--- config.mk ---
export PLATFORM = sky130hd
export DESIGN_NAME = multiplier_datapath
export DESIGN_NICKNAME = d
export VERILOG_FILES = /design/src/rtl/multiplier_datapath.sv
export SDC_FILE = /design/constraint.sdc
export NUM_CORES = 1
export LEC_CHECK = 0
export ABC_CLOCK_PERIOD_IN_PS = 5410
export BUFFER_PORTS_ARGS = -buffer_cell sky130_fd_sc_hd__buf_4
export CORE_MARGIN = 8
export CORE_UTILIZATION = 45
export CTS_CLUSTER_SIZE = 8
export DETAILED_ROUTE_END_ITERATION = 8
export GPL_TIMING_DRIVEN = 0
export PLACE_DENSITY = 0.71
export SLEW_MARGIN = 15
export SYNTH_ARGS = -nofsm -noshare
export SYNTH_HDL_FRONTEND = slang
export SYNTH_SLANG_ARGS = --single-unit
export TNS_END_PERCENT = 20
--- constraint.sdc ---
create_clock -name clk_i -period 5.41 [get_ports clk_i]
set_input_delay 0.2705 -clock clk_i [delete_from_list [all_inputs] [get_ports clk_i]]
set_output_delay 0.2705 -clock clk_i [all_outputs]
set_load 0.01 [all_outputs]
--- src/rtl/multiplier_datapath.sv ---
// multiplier_datapath
//
// Arithmetic half of a sequential unsigned multiplier. A separate controller
// walks state_i through IDLE -> PROD0..PROD3 -> END; this block captures the
// operands on the last IDLE edge and builds the WIDTH x WIDTH product from
// four HALF x HALF partial products, one per compute state.
//
// Ports:
//   clk_i      rising-edge clock
//   rst_i      asynchronous, active-low reset; clears every register
//   state_i    controller state code (0..5 valid, 6/7 invalid)
//   a_i, b_i   unsigned operands, sampled only while state_i == IDLE
//   product_o  registered 2*WIDTH-bit result, updated only on the PROD3 edge
//   done_o     combinational, high while state_i == END
//   busy_o     combinational, high while state_i is PROD0..PROD3
//
// There is no valid/ready handshake here: the controller owns sequencing.
// done_o qualifies product_o, and product_o stays stable until the next
// completed PROD3 edge.
module multiplier_datapath #(
  parameter int WIDTH = 8
) (
  input  logic                 clk_i,
  input  logic                 rst_i,
  input  logic [2:0]           state_i,
  input  logic [WIDTH-1:0]     a_i,
  input  logic [WIDTH-1:0]     b_i,
  output logic [2*WIDTH-1:0]   product_o,
  output logic                 done_o,
  output logic                 busy_o
);

  localparam int HALF = WIDTH / 2;

  localparam logic [2:0] ST_IDLE          = 3'd0;
  localparam logic [2:0] ST_COMPUTE_PROD0 = 3'd1;
  localparam logic [2:0] ST_COMPUTE_PROD1 = 3'd2;
  localparam logic [2:0] ST_COMPUTE_PROD2 = 3'd3;
  localparam logic [2:0] ST_COMPUTE_PROD3 = 3'd4;
  localparam logic [2:0] ST_END           = 3'd5;

  logic [WIDTH-1:0]   a_q;
  logic [WIDTH-1:0]   b_q;
  logic [2*WIDTH-1:0] acc;
  logic [2*WIDTH-1:0] result_q;

  // Operand halves, zero-extended to WIDTH so each product is computed at
  // its full 2*HALF width without truncation.
  logic [WIDTH-1:0] a_l;
  logic [WIDTH-1:0] a_h;
  logic [WIDTH-1:0] b_l;
  logic [WIDTH-1:0] b_h;

  assign a_l = {{(WIDTH-HALF){1'b0}}, a_q[HALF-1:0]};
  assign a_h = {{(WIDTH-HALF){1'b0}}, a_q[WIDTH-1:HALF]};
  assign b_l = {{(WIDTH-HALF){1'b0}}, b_q[HALF-1:0]};
  assign b_h = {{(WIDTH-HALF){1'b0}}, b_q[WIDTH-1:HALF]};

  logic [WIDTH-1:0] pp_ll;
  logic [WIDTH-1:0] pp_lh;
  logic [WIDTH-1:0] pp_hl;
  logic [WIDTH-1:0] pp_hh;

  assign pp_ll = a_l * b_l;
  assign pp_lh = a_l * b_h;
  assign pp_hl = a_h * b_l;
  assign pp_hh = a_h * b_h;

  // Partial product selected by the current compute state, already aligned
  // at 2*WIDTH bits. The running sum cannot overflow 2*WIDTH bits.
  logic [2*WIDTH-1:0] addend;
  logic [2*WIDTH-1:0] acc_sum;

  always_comb begin
    addend = '0;
    case (state_i)
      ST_COMPUTE_PROD0: addend = {{WIDTH{1'b0}}, pp_ll};
      ST_COMPUTE_PROD1: addend = {{WIDTH{1'b0}}, pp_lh} << HALF;
      ST_COMPUTE_PROD2: addend = {{WIDTH{1'b0}}, pp_hl} << HALF;
      ST_COMPUTE_PROD3: addend = {{WIDTH{1'b0}}, pp_hh} << WIDTH;
      default:          addend = '0;
    endcase
  end

  assign acc_sum = acc + addend;

  always_ff @(posedge clk_i or negedge rst_i) begin
    if (!rst_i) begin
      a_q      <= '0;
      b_q      <= '0;
      acc      <= '0;
      result_q <= '0;
    end else begin
      case (state_i)
        ST_IDLE: begin
          // Every IDLE edge re-captures; the last one before PROD0 wins.
          a_q <= a_i;
          b_q <= b_i;
          acc <= '0;
        end
        ST_COMPUTE_PROD0,
        ST_COMPUTE_PROD1,
        ST_COMPUTE_PROD2: begin
          acc <= acc_sum;
        end
        ST_COMPUTE_PROD3: begin
          // Publish the final sum on the same edge it is formed so the
          // result is visible in the first END cycle.
          acc      <= acc_sum;
          result_q <= acc_sum;
        end
        ST_END: begin
          // hold everything
        end
        default: begin
          // Invalid code: discard any partial sum, keep operands and result.
          acc <= '0;
        end
      endcase
    end
  end

  assign product_o = result_q;
  assign done_o    = (state_i == ST_END);
  assign busy_o    = (state_i >= ST_COMPUTE_PROD0) && (state_i <= ST_COMPUTE_PROD3);

endmodule

==> impl_metrics.csv <==
group,metric,value,unit
clock_network,clockBufferDepth,2,
global_route,grt_pass1_wl,17300,µm
die,core_area,9639,µm²
timing,fin_skew,0.01021,ns
global_route,grt_max_degree,49,
placement,post-place-ws,0.4165,ns
min_path,worstHoldStart,"b_i[1]",
global_route,gr-usage-met2,0.2931,
setup_path,cpPeakStageDelay,0.56,ns
placement,gp_congestion,0.8561,
route,drtAntennaViolNets,0,
synth,synth_edf_count,0,
clock_network,htree_levels,2,
final_layout,area_delta_synth_final,12.80,%
die,start_util,0.4582,
synth,syn_area_per_cell,9.259,µm²
clock_network,cts-root-buf,"clkbuf_8",
placement,hpwl,7834,µm
setup_path,worstPathRequired,5.63,ns
timing,finalSetupViolations,0,
min_path,whs_path_depth,2,
final_layout,drive_above_1_share,0.1382,
setup_path,path_class,"flip-flop to flip-flop",
global_route,grt_pass1_vias,3816,
clock_network,tritoncts.num_buffers,5,
timing,report.final.slew_viol_count,0,
timing,finalHoldViolCount,0,
timing,fin_ws,0.3563,ns
final_layout,finalNetCount,621,
synth,yosys-top-cells-area,"dfrtp_1 (27%), ha_1 (18%), fa_1 (7.7%)",
setup_path,crit_slowest_cell,"fa_1",
outcome,status,"finished, final reports clean",
setup_path,crit_path_end_kind,"flip-flop",
global_route,gr-usage-met1,0.1876,
clock_network,cts.sinks,48,
global_route,grt.overflow.total,0,
route,wl_per_cell,15.35,µm
synth,ys_ff_latch,48,
route,drt_first_pass_iters,5,
die,die-height,115.1,µm
setup_path,critPathBufInv,1,
power_and_ir_drop,ir_worst_vdd,0.1651,mV
setup_path,critPathLaunch,"a_q[4]$_DFFE_PN0N_",
setup_path,path_cells,"nand2_1 > fa_1 > fa_1 > inv_1 > fa_1 > a21o_1 > a21oi_1 > xor2_1 > nand2_1 > o21ai_0 > o21ai_0 > ha_1 > a21oi_1 > o21ai_0 > a221o_1 > nor2_1 > xnor3_1 > mux2_2",
setup_path,cpLargestDelayFamily,"adder cells",
route,vias,3596,
synth,yosysTopAreaCellShare,0.2720,
synth,ys_seq_area_frac,0.2720,
synth,synth.cell_area,4417,µm²
timing,timing.fmax,197.9,MHz
clock_network,postCtsSetupRepairBufs,0,
synth,syn_inst,477,
synth,yosysTopAreaCell,"dfrtp_1",
placement,port_buffers,35,
run,cap_violations,0,
final_layout,antenna_cells,0,
synth,yosysUniqueCellTypes,50,
clock_network,clkTransAtPathRegs,0.10,ns
setup_path,r2r_cells,18,
route,vias_per_cell,5.498,
setup_path,cp_max_fo,9,
synth,synth_ff_type,"dfrtp_1",
final_layout,final_core_util,0.5169,
timing,slew_headroom,0.5223,
synth,synth_nets,578,
setup_path,cp-start-kind,"flip-flop",
power_and_ir_drop,power.total,1831,µW
die,row_count,36,
power_and_ir_drop,powerDensity,367.6,nW/µm²
die,pin_count,39,
synth,ys_warn_count,0,
clock_network,clkLatencyLatePin,0.33,ns
timing,rsz0062_at_grt,"no",
global_route,grt_util_met3,0.02626,
timing,fin_crit,5.054,ns
setup_path,crit_cells,18,
setup_path,cp.arrival,5.28,ns
route,drt_iter0_markers,128,
min_path,hold_path.class,"input pin to flip-flop",
global_route,antenna_found_initial,0,
route,drc,0,
die,die-width,115.1,µm
timing,setup-tns-final,0,ns
clock_network,cts_tree,"yes",
synth,async_reset_ff_frac,1.000,
global_route,grtUsageTotal,0.1620,
setup_path,crit-reg2reg-launch,"a_q[4]$_DFFE_PN0N_",
setup_path,rrSetupSlack,0.36,ns
die,die_area,13240,µm²
timing,min_period_over_period,0.9341,
power_and_ir_drop,p_leak,0.002532,µW
global_route,grt_most_used_layer,"met2",
route,drt-total-wl,10040,µm
timing,tightest_slew,0.7134,ns
==> worst paths after layout <==
| check | end |
|---|---|
| setup / recovery | product_o[15]$_DFFE_PN0P_ |
| hold / removal | b_q[1]$_DFFE_PN0N_ |
| setup reg to reg | product_o[15]$_DFFE_PN0P_ |
| hold reg to reg | product_o[13]$_DFFE_PN0P_ |
| max in group asynchronous | b_q[5]$_DFFE_PN0N_ |
| min in group asynchronous | product_o[1]$_DFFE_PN0P_ |
==> synth_stat cells, types with 4 or more instances <==
cell and count:
ha_1 63, nand2_1 62, dfrtp_1 48, and2_1 46, o21ai_0 38, inv_1 27
a21oi_1 25, mux2_2 19, nor2_1 19, fa_1 17, xor2_1 14, a21o_1 12
xnor2_1 10, clkbuf_1 7, a211oi_1 5, nand2b_1 5, o21a_1 5, o31ai_1 5
nor2b_1 4, nor3_1 4
==> registers in the layout (all words and copies together), names as in the netlist <==
name and cells:
acc 16, product_o 16, b_q 8, a_q 8
==> report_power, final <==
group	switching, µW	leakage, µW	internal, µW	total (µW)
logic	524	0.00185	452	976
registers	104	0.000620	457	561
clock network	143	0.0000614	152	294
==> cell families after synthesis <==
group | after synthesis | share of synthesized area
AND/OR/NAND/NOR | 155 | 0.1785
AO/OA/AOI/OAI | 110 | 0.1533
adder cells (fa/ha/maj) | 80 | 0.2555
flip-flops | 48 | 0.2720
buffers and inverters | 38 | 0.03513
XOR/XNOR | 25 | 0.05269
multiplexers | 21 | 0.05298
==> metrics by stage <==
| stage | std cells | instance area, µm² | hold WS, ns |
|---|---|---|---|
| 2_1_floorplan | 477 | 4417 | -0.02509 |
| 3_3_place_gp | 645 | 4846 | 0.3214 |
| 3_5_place_dp | 645 | 4851 | 0.3409 |
| 4_1_cts | 654 | 4982 | 0.1567 |
| 5_1_grt | 654 | 4982 | 0.1624 |
| 6_report | 654 | 4982 | 0.1619 |
==> final cells by class <==
| class | instances | area [µm²] |
|---|---|---|
| well taps | 133 | 166.4 |
| plain buffers | 11 | 53.80 |
| clock inverters | 2 | 38.79 |
| clock buffers | 6 | 82.58 |
| multi-input cells | 391 | 3065 |
| fillers | 920 | 4657 |
| inverters | 27 | 101.3 |
| flip-flops and latches | 48 | 1201 |
| repair buffers | 36 | 272.8 |
==> repair_timing <==
| action | CTS | global route |
|---|---|---|
| hold buffers | 1 | 0 |
| resized for setup | 0 | 0 |
| hold endpoints to repair | 48 | 0 |
==> metal layers <==
metal  up-vias  part of all wire
met4         0             0.017
met1      1763              0.43
li1       1743                 -
met2        76              0.52
met5         -                 0
met3        14             0.036
==> cells in the final DEF (no fill, tap or decap), drive strengths merged, types with 17 or more instances in the layout <==
| cell | netlist | routed |
|---|---|---|
| ha | 63 | 63 |
| a21oi | 25 | 25 |
| fa | 17 | 17 |
| nand2 | 62 | 62 |
| dfrtp | 48 | 48 |
| buf | 4 | 39 |
| o21ai | 39 | 39 |
| nor2 | 19 | 19 |
| inv | 27 | 27 |
| mux2 | 19 | 19 |
| and2 | 46 | 46 |
No activity file was read; power rests on OpenSTA's default activity.
